### src/rtl/shift_pkg.sv
`default_nettype none
// +------------------------------------------------------------------------+
// | Package     : shift_pkg                                                |
// | Description : Shared encodings for the iterative shifter: shift-mode   |
// |               codes presented on the mode port and the controller      |
// |               state type.                                              |
// | Revision    : 1.0 - initial release                                    |
// +------------------------------------------------------------------------+
package shift_pkg;

  // Shift-mode encodings as seen on the mode input.
  localparam logic [1:0] MODE_SLL = 2'b00;
  localparam logic [1:0] MODE_SRL = 2'b01;
  localparam logic [1:0] MODE_SRA = 2'b10;
  localparam logic [1:0] MODE_ROL = 2'b11;

  // Controller states.
  typedef enum logic [1:0] {
    IDLE  = 2'b00,
    SHIFT = 2'b01,
    DONE  = 2'b10
  } state_e;

endpackage : shift_pkg
`default_nettype wire

### src/rtl/shift_step.sv
`default_nettype none
// +------------------------------------------------------------------------+
// | Module      : shift_step                                               |
// | Description : Single combinational shift stage. Shifts data by a       |
// |               small amount (0..STEP) in one of four modes. Used once  |
// |               per clock by iter_shifter to build a long shift out of   |
// |               short ones.                                              |
// | Ports       : data      in  WIDTH  value to shift                      |
// |               amount    in  KW     shift distance, 0..STEP             |
// |               mode      in  2      SLL / SRL / SRA / ROL               |
// |               fill_sign in  1      fill bit used for SRA               |
// |               shifted   out WIDTH  shifted value                       |
// | Revision    : 1.0 - initial release                                    |
// +------------------------------------------------------------------------+
module shift_step
  import shift_pkg::*;
#(
  parameter int WIDTH = 32,
  parameter int STEP  = 4,
  localparam int KW   = $clog2(STEP + 1)
) (
  input  logic [WIDTH-1:0] data,
  input  logic [KW-1:0]    amount,
  input  logic [1:0]       mode,
  input  logic             fill_sign,
  output logic [WIDTH-1:0] shifted
);

  logic               fill;
  logic [2*WIDTH-1:0] right_ext;
  logic [2*WIDTH-1:0] rot_ext;

  // Right shifts run on a double-width word whose upper half holds the fill
  // bit, so SRL and SRA share one shifter. The fill comes from the sign
  // latched at the start of the operation, not from the current word, which
  // keeps multi-step SRA identical to a single arithmetic shift.
  assign fill      = (mode == MODE_SRA) && fill_sign;
  assign right_ext = {{WIDTH{fill}}, data} >> amount;

  // Rotate-left: the upper half of the shifted duplicated word.
  assign rot_ext   = {data, data} << amount;

  always_comb begin
    shifted = data;
    case (mode)
      MODE_SLL: shifted = data << amount;
      MODE_SRL: shifted = right_ext[WIDTH-1:0];
      MODE_SRA: shifted = right_ext[WIDTH-1:0];
      MODE_ROL: shifted = rot_ext[2*WIDTH-1:WIDTH];
      default:  shifted = data;
    endcase
  end

endmodule : shift_step
`default_nettype wire

### src/rtl/iter_shifter.sv
`default_nettype none
// +------------------------------------------------------------------------+
// | Module      : iter_shifter                                             |
// | Description : Multi-cycle variable shifter (SLL/SRL/SRA/ROL). Shifts   |
// |               at most STEP bits per clock under a start/done           |
// |               handshake.                                               |
// | Ports       : clock        in  1      rising-edge clock                |
// |               reset_n      in  1      asynchronous active-low reset    |
// |               start        in  1      request, taken only when ready   |
// |               mode         in  2      00 SLL 01 SRL 10 SRA 11 ROL      |
// |               shamt        in  SHW    shift amount 0..WIDTH-1          |
// |               data_operand in  WIDTH  value to shift                   |
// |               ready        out 1      idle, able to accept start       |
// |               busy         out 1      shifting                         |
// |               done         out 1      one-cycle result-valid pulse     |
// |               result       out WIDTH  working / final value            |
// | Revision    : 1.0 - initial release                                    |
// +------------------------------------------------------------------------+
module iter_shifter
  import shift_pkg::*;
#(
  parameter int WIDTH = 32,
  parameter int STEP  = 4,
  localparam int SHW  = $clog2(WIDTH)
) (
  input  logic             clock,
  input  logic             reset_n,
  input  logic             start,
  input  logic [1:0]       mode,
  input  logic [SHW-1:0]   shamt,
  input  logic [WIDTH-1:0] data_operand,
  output logic             ready,
  output logic             busy,
  output logic             done,
  output logic [WIDTH-1:0] result
);

  localparam int             KW       = $clog2(STEP + 1);
  localparam logic [SHW-1:0] STEP_AMT = SHW'(STEP);
  localparam logic [KW-1:0]  STEP_K   = KW'(STEP);

  state_e           state;
  state_e           state_next;
  logic [WIDTH-1:0] work;
  logic [SHW-1:0]   rem;
  logic [1:0]       mode_q;
  logic             sign_q;
  logic             accept;
  logic             last_step;
  logic [KW-1:0]    k;
  logic [WIDTH-1:0] stepped;

  assign accept    = (state == IDLE) && start;

  // When no more than STEP bits remain this is the final step; the
  // remainder then fits in the step-amount width.
  assign last_step = (rem <= STEP_AMT);
  assign k         = last_step ? KW'(rem) : STEP_K;

  shift_step #(
    .WIDTH (WIDTH),
    .STEP  (STEP)
  ) u_step (
    .data      (work),
    .amount    (k),
    .mode      (mode_q),
    .fill_sign (sign_q),
    .shifted   (stepped)
  );

  // State register.
  always_ff @(posedge clock or negedge reset_n) begin
    if (!reset_n) begin
      state <= IDLE;
    end else begin
      state <= state_next;
    end
  end

  // Next-state logic. A zero-length shift skips SHIFT entirely.
  always_comb begin
    state_next = state;
    case (state)
      IDLE: begin
        if (start) begin
          state_next = (shamt == '0) ? DONE : SHIFT;
        end
      end
      SHIFT: begin
        if (last_step) begin
          state_next = DONE;
        end
      end
      DONE:    state_next = IDLE;
      default: state_next = IDLE;
    endcase
  end

  // Datapath: operands are captured on the accepting edge only, then the
  // work register advances by one stage per SHIFT cycle.
  always_ff @(posedge clock or negedge reset_n) begin
    if (!reset_n) begin
      work   <= '0;
      rem    <= '0;
      mode_q <= MODE_SLL;
      sign_q <= 1'b0;
    end else if (accept) begin
      work   <= data_operand;
      rem    <= shamt;
      mode_q <= mode;
      sign_q <= data_operand[WIDTH-1];
    end else if (state == SHIFT) begin
      work   <= stepped;
      rem    <= rem - SHW'(k);
    end
  end

  assign ready  = (state == IDLE);
  assign busy   = (state == SHIFT);
  assign done   = (state == DONE);
  assign result = work;

endmodule : iter_shifter
`default_nettype wire

### config.mk
export PLATFORM = sky130hd
export DESIGN_NAME = iter_shifter
export DESIGN_NICKNAME = d
export VERILOG_FILES = /design/src/rtl/shift_pkg.sv /design/src/rtl/shift_step.sv /design/src/rtl/iter_shifter.sv
export SDC_FILE = /design/constraint.sdc
export NUM_CORES = 1
export LEC_CHECK = 0
export ABC_CLOCK_PERIOD_IN_PS = 2700
export BUFFER_PORTS_ARGS = -buffer_cell sky130_fd_sc_hd__buf_2
export CAP_MARGIN = 10
export CORE_UTILIZATION = 35
export CTS_CLUSTER_DIAMETER = 40
export DETAILED_ROUTE_END_ITERATION = 10
export PLACE_DENSITY = 0.64
export SYNTH_ARGS = -nofsm -noshare
export SYNTH_HDL_FRONTEND = slang
export SYNTH_SLANG_ARGS = --single-unit
### constraint.sdc
create_clock -name clock -period 2.7 [get_ports clock]
set_clock_uncertainty 0.2 [all_clocks]
set_input_delay 0.135 -clock clock [delete_from_list [all_inputs] [get_ports clock]]
set_output_delay 0.135 -clock clock [all_outputs]
set_load 0.005 [all_outputs]
==> results.cfg <==
[power_and_ir_drop]
power.switching_mw = 4.29
power_frac_seq_pct = 22.7
switching_share_pct = 52.8
p_int_mw = 3.84
pwr-share-clk_pct = 7.6
fin_total_pwr_mw = 8.13
combPwrFrac_pct = 69.7
ir_worst_vdd_uv = 579
p_leak_nw = 2.32
p_per_area_nw_per_um2 = 1430

[final_layout]
final_common_cell = nand2_1
final_util_pct = 44.7
drive_gt1_share_pct = 22.4
fin_nets = 709
diodes = 0
syn2layout_area_growth_pct = 23.4
final_cell_mix = nand2_1 (84), buf_2 (76), o21ai_0 (47)

[grt]
overflow = 0
grt_max_degree = 57
grt_pass1_wl_mm = 27.8
grt.total_usage_pct = 26.2
antenna_found_initial = 0
grt_pass1_vias = 5125

[sta]
fin_crit_ps = 2470
hold_violations = 0
max_freq_mhz = 405
hold_ws_ps = 26.0
grt_setup_unrepaired = no
finalMaxSlewViolations = 0
max_slew_margin_pct = 47.1
finalCritPeriodShare_pct = 91.5
setup_viol = 0
final.setup.tns_ps = 0
worst_slew_pin_slew_ps = 790

[critical_path]
cp.arrival_ps = 2440
crit_fanout = 9
cp-end-kind = register
path_class = reg2reg
required_ps = 2670
cp-start-kind = register

[routing]
wl_per_cell_um = 20.4
totalWireLength_mm = 17.0
vias = 5280
drtIter0Drc = 685
drc = 0
ant_nets = 0
viasPerCell = 6.32
dr.pass1.iters = 6

[logic_synthesis]
synth_ff_type = dfrtp_1
yosys_warnings = 0
syn_area_um2 = 4630
yosysSeqAreaShare_pct = 22.7
syn-num-nets = 638
synth_async_sr_flop_share_pct = 100
synth-edff-count = 0
synth_cells = 592
syn_area_per_cell_um2 = 7.81
ys_seq_elements = 42
ys_types = 61
ys_top_cells_by_area = dfrtp_1 (23%), mux4_2 (8.3%), mux2i_1 (8.2%)
yosysTopAreaCellShare_pct = 22.7
yosys.area.top_type = dfrtp_1

[cts]
cts_max_path_buffers = 2
clkSinkCount = 42
cts_max_level = 2
cts_setup_buffers = 0
clkTransAtPathRegs_ps = 70
clock_latency_ps = 290
cts-buffers-inserted = 5
clockRootBuffer = clkbuf_16
cts_tree = yes

[place]
dp_hpwl_mm = 11.4
numPortBuffers = 76
routabilityCongestion = 0.913

[hold_path]
min_path_type = in2reg

[floorplanning]
die_w_um = 117
fp-row-count = 41
dieArea_um2 = 13700
io_pins = 77
chipHeight_um = 117
coreArea_um2 = 12800
start_util_pct = 36.2

[status]
status = completed

[flow_run]
drv_cap = 0
[synthesized netlist by cell type (all sizes together) (10+ instances only)]
| cell | instances |
|---|---|
| nand2 | 84 |
| clkbuf | 55 |
| o21ai | 47 |
| a21oi | 44 |
| dfrtp | 42 |
| mux2i | 38 |
| nor2 | 37 |
| buf | 23 |
| mux4 | 20 |
| a31oi | 18 |
| nand3 | 17 |
| a22oi | 15 |
| nor3 | 12 |
| or3 | 12 |
| inv | 11 |
| mux2 | 11 |
| a211oi | 10 |
[worst max-delay path: stages (launching register included)]
cell     delay [ps]
dfrtp_1         460
buf_4           200
nor4b_4         350
buf_4           240
mux4_2          490
mux2_2          270
nand2_1          70
a21oi_1          60
[sequential cells by signal, summed over array words and instances (netlist names)]
name    cells
result     32
mode_q      2
state       2
rem         5
sign_q      1
[metal layers]
metal	track usage, %	part of all wire [%]	vias up
li1	-	-	2354
met3	3.76	9.4	48
met4	9.20	2.8	0
met2	41.7	46	352
met5	0	0	-
met1	36.4	41	2526
[per-stage QoR]
stage                     std cells  cell area [um^2]  setup WS (ps)
after global placement          792              5210            127
after floorplan                 592              4630            274
after CTS                       836              5700           86.3
after global routing            836              5710           90.7
final                           836              5710            229
after detailed placement        792              5210           98.0
[path summary, 6_finish.rpt]
path | start | to | slack, ps | depth (start not counted)
worst min register to register | sign_q | sign_q | 310 | 2
worst min-delay path | data_operand[27] | result[27] | 30 | 4
worst max-delay path | rem[2] | result[21] | 230 | 7
max in group asynchronous | reset_n | result[12] | 1590 | 3
worst max register to register | rem[2] | result[21] | 230 | 7
min in group asynchronous | reset_n | mode_q[0] | 120 | 2
[power groups by stage]
stage,Sequential (mW),Combinational (mW),Clock [mW]
after floorplan,1.24,4.30,0
after global placement,1.81,5.42,0
after detailed placement,1.82,5.53,0
after CTS,1.81,5.59,0.625
after global routing,1.92,6.24,0.643
final,1.85,5.67,0.618
[layout make-up]
type                       instances  area (um^2)
fill                            1296         7070
multi-input combinational        461         3210
timing repair buffer             142         1050
sequential                        42         1050
tap                              172          215
clock buffer                       8          136
inverter                          11         41.3
[repair_timing]
item                                    4_1_cts  5_1_grt
endpoints found under the hold margin        55        0
endpoints found under the setup margin        0        4
resized for setup                             0        1
hold buffers                                 36        0
[cells by family (layout without fill, tap and decap cells)]
group	Yosys count	after routing	share of synthesized area [%]
AO/OA/AOI/OAI	196	196	27.6
adder cells (fa/ha/maj)	4	4	1.08
buffers and inverters	89	161	8.41
flip-flops	42	42	22.7
multiplexers	69	69	20.9
other	1	1	0.0811
AND/OR/NAND/NOR	191	191	19.2
Power figures use the tool's default switching activity.
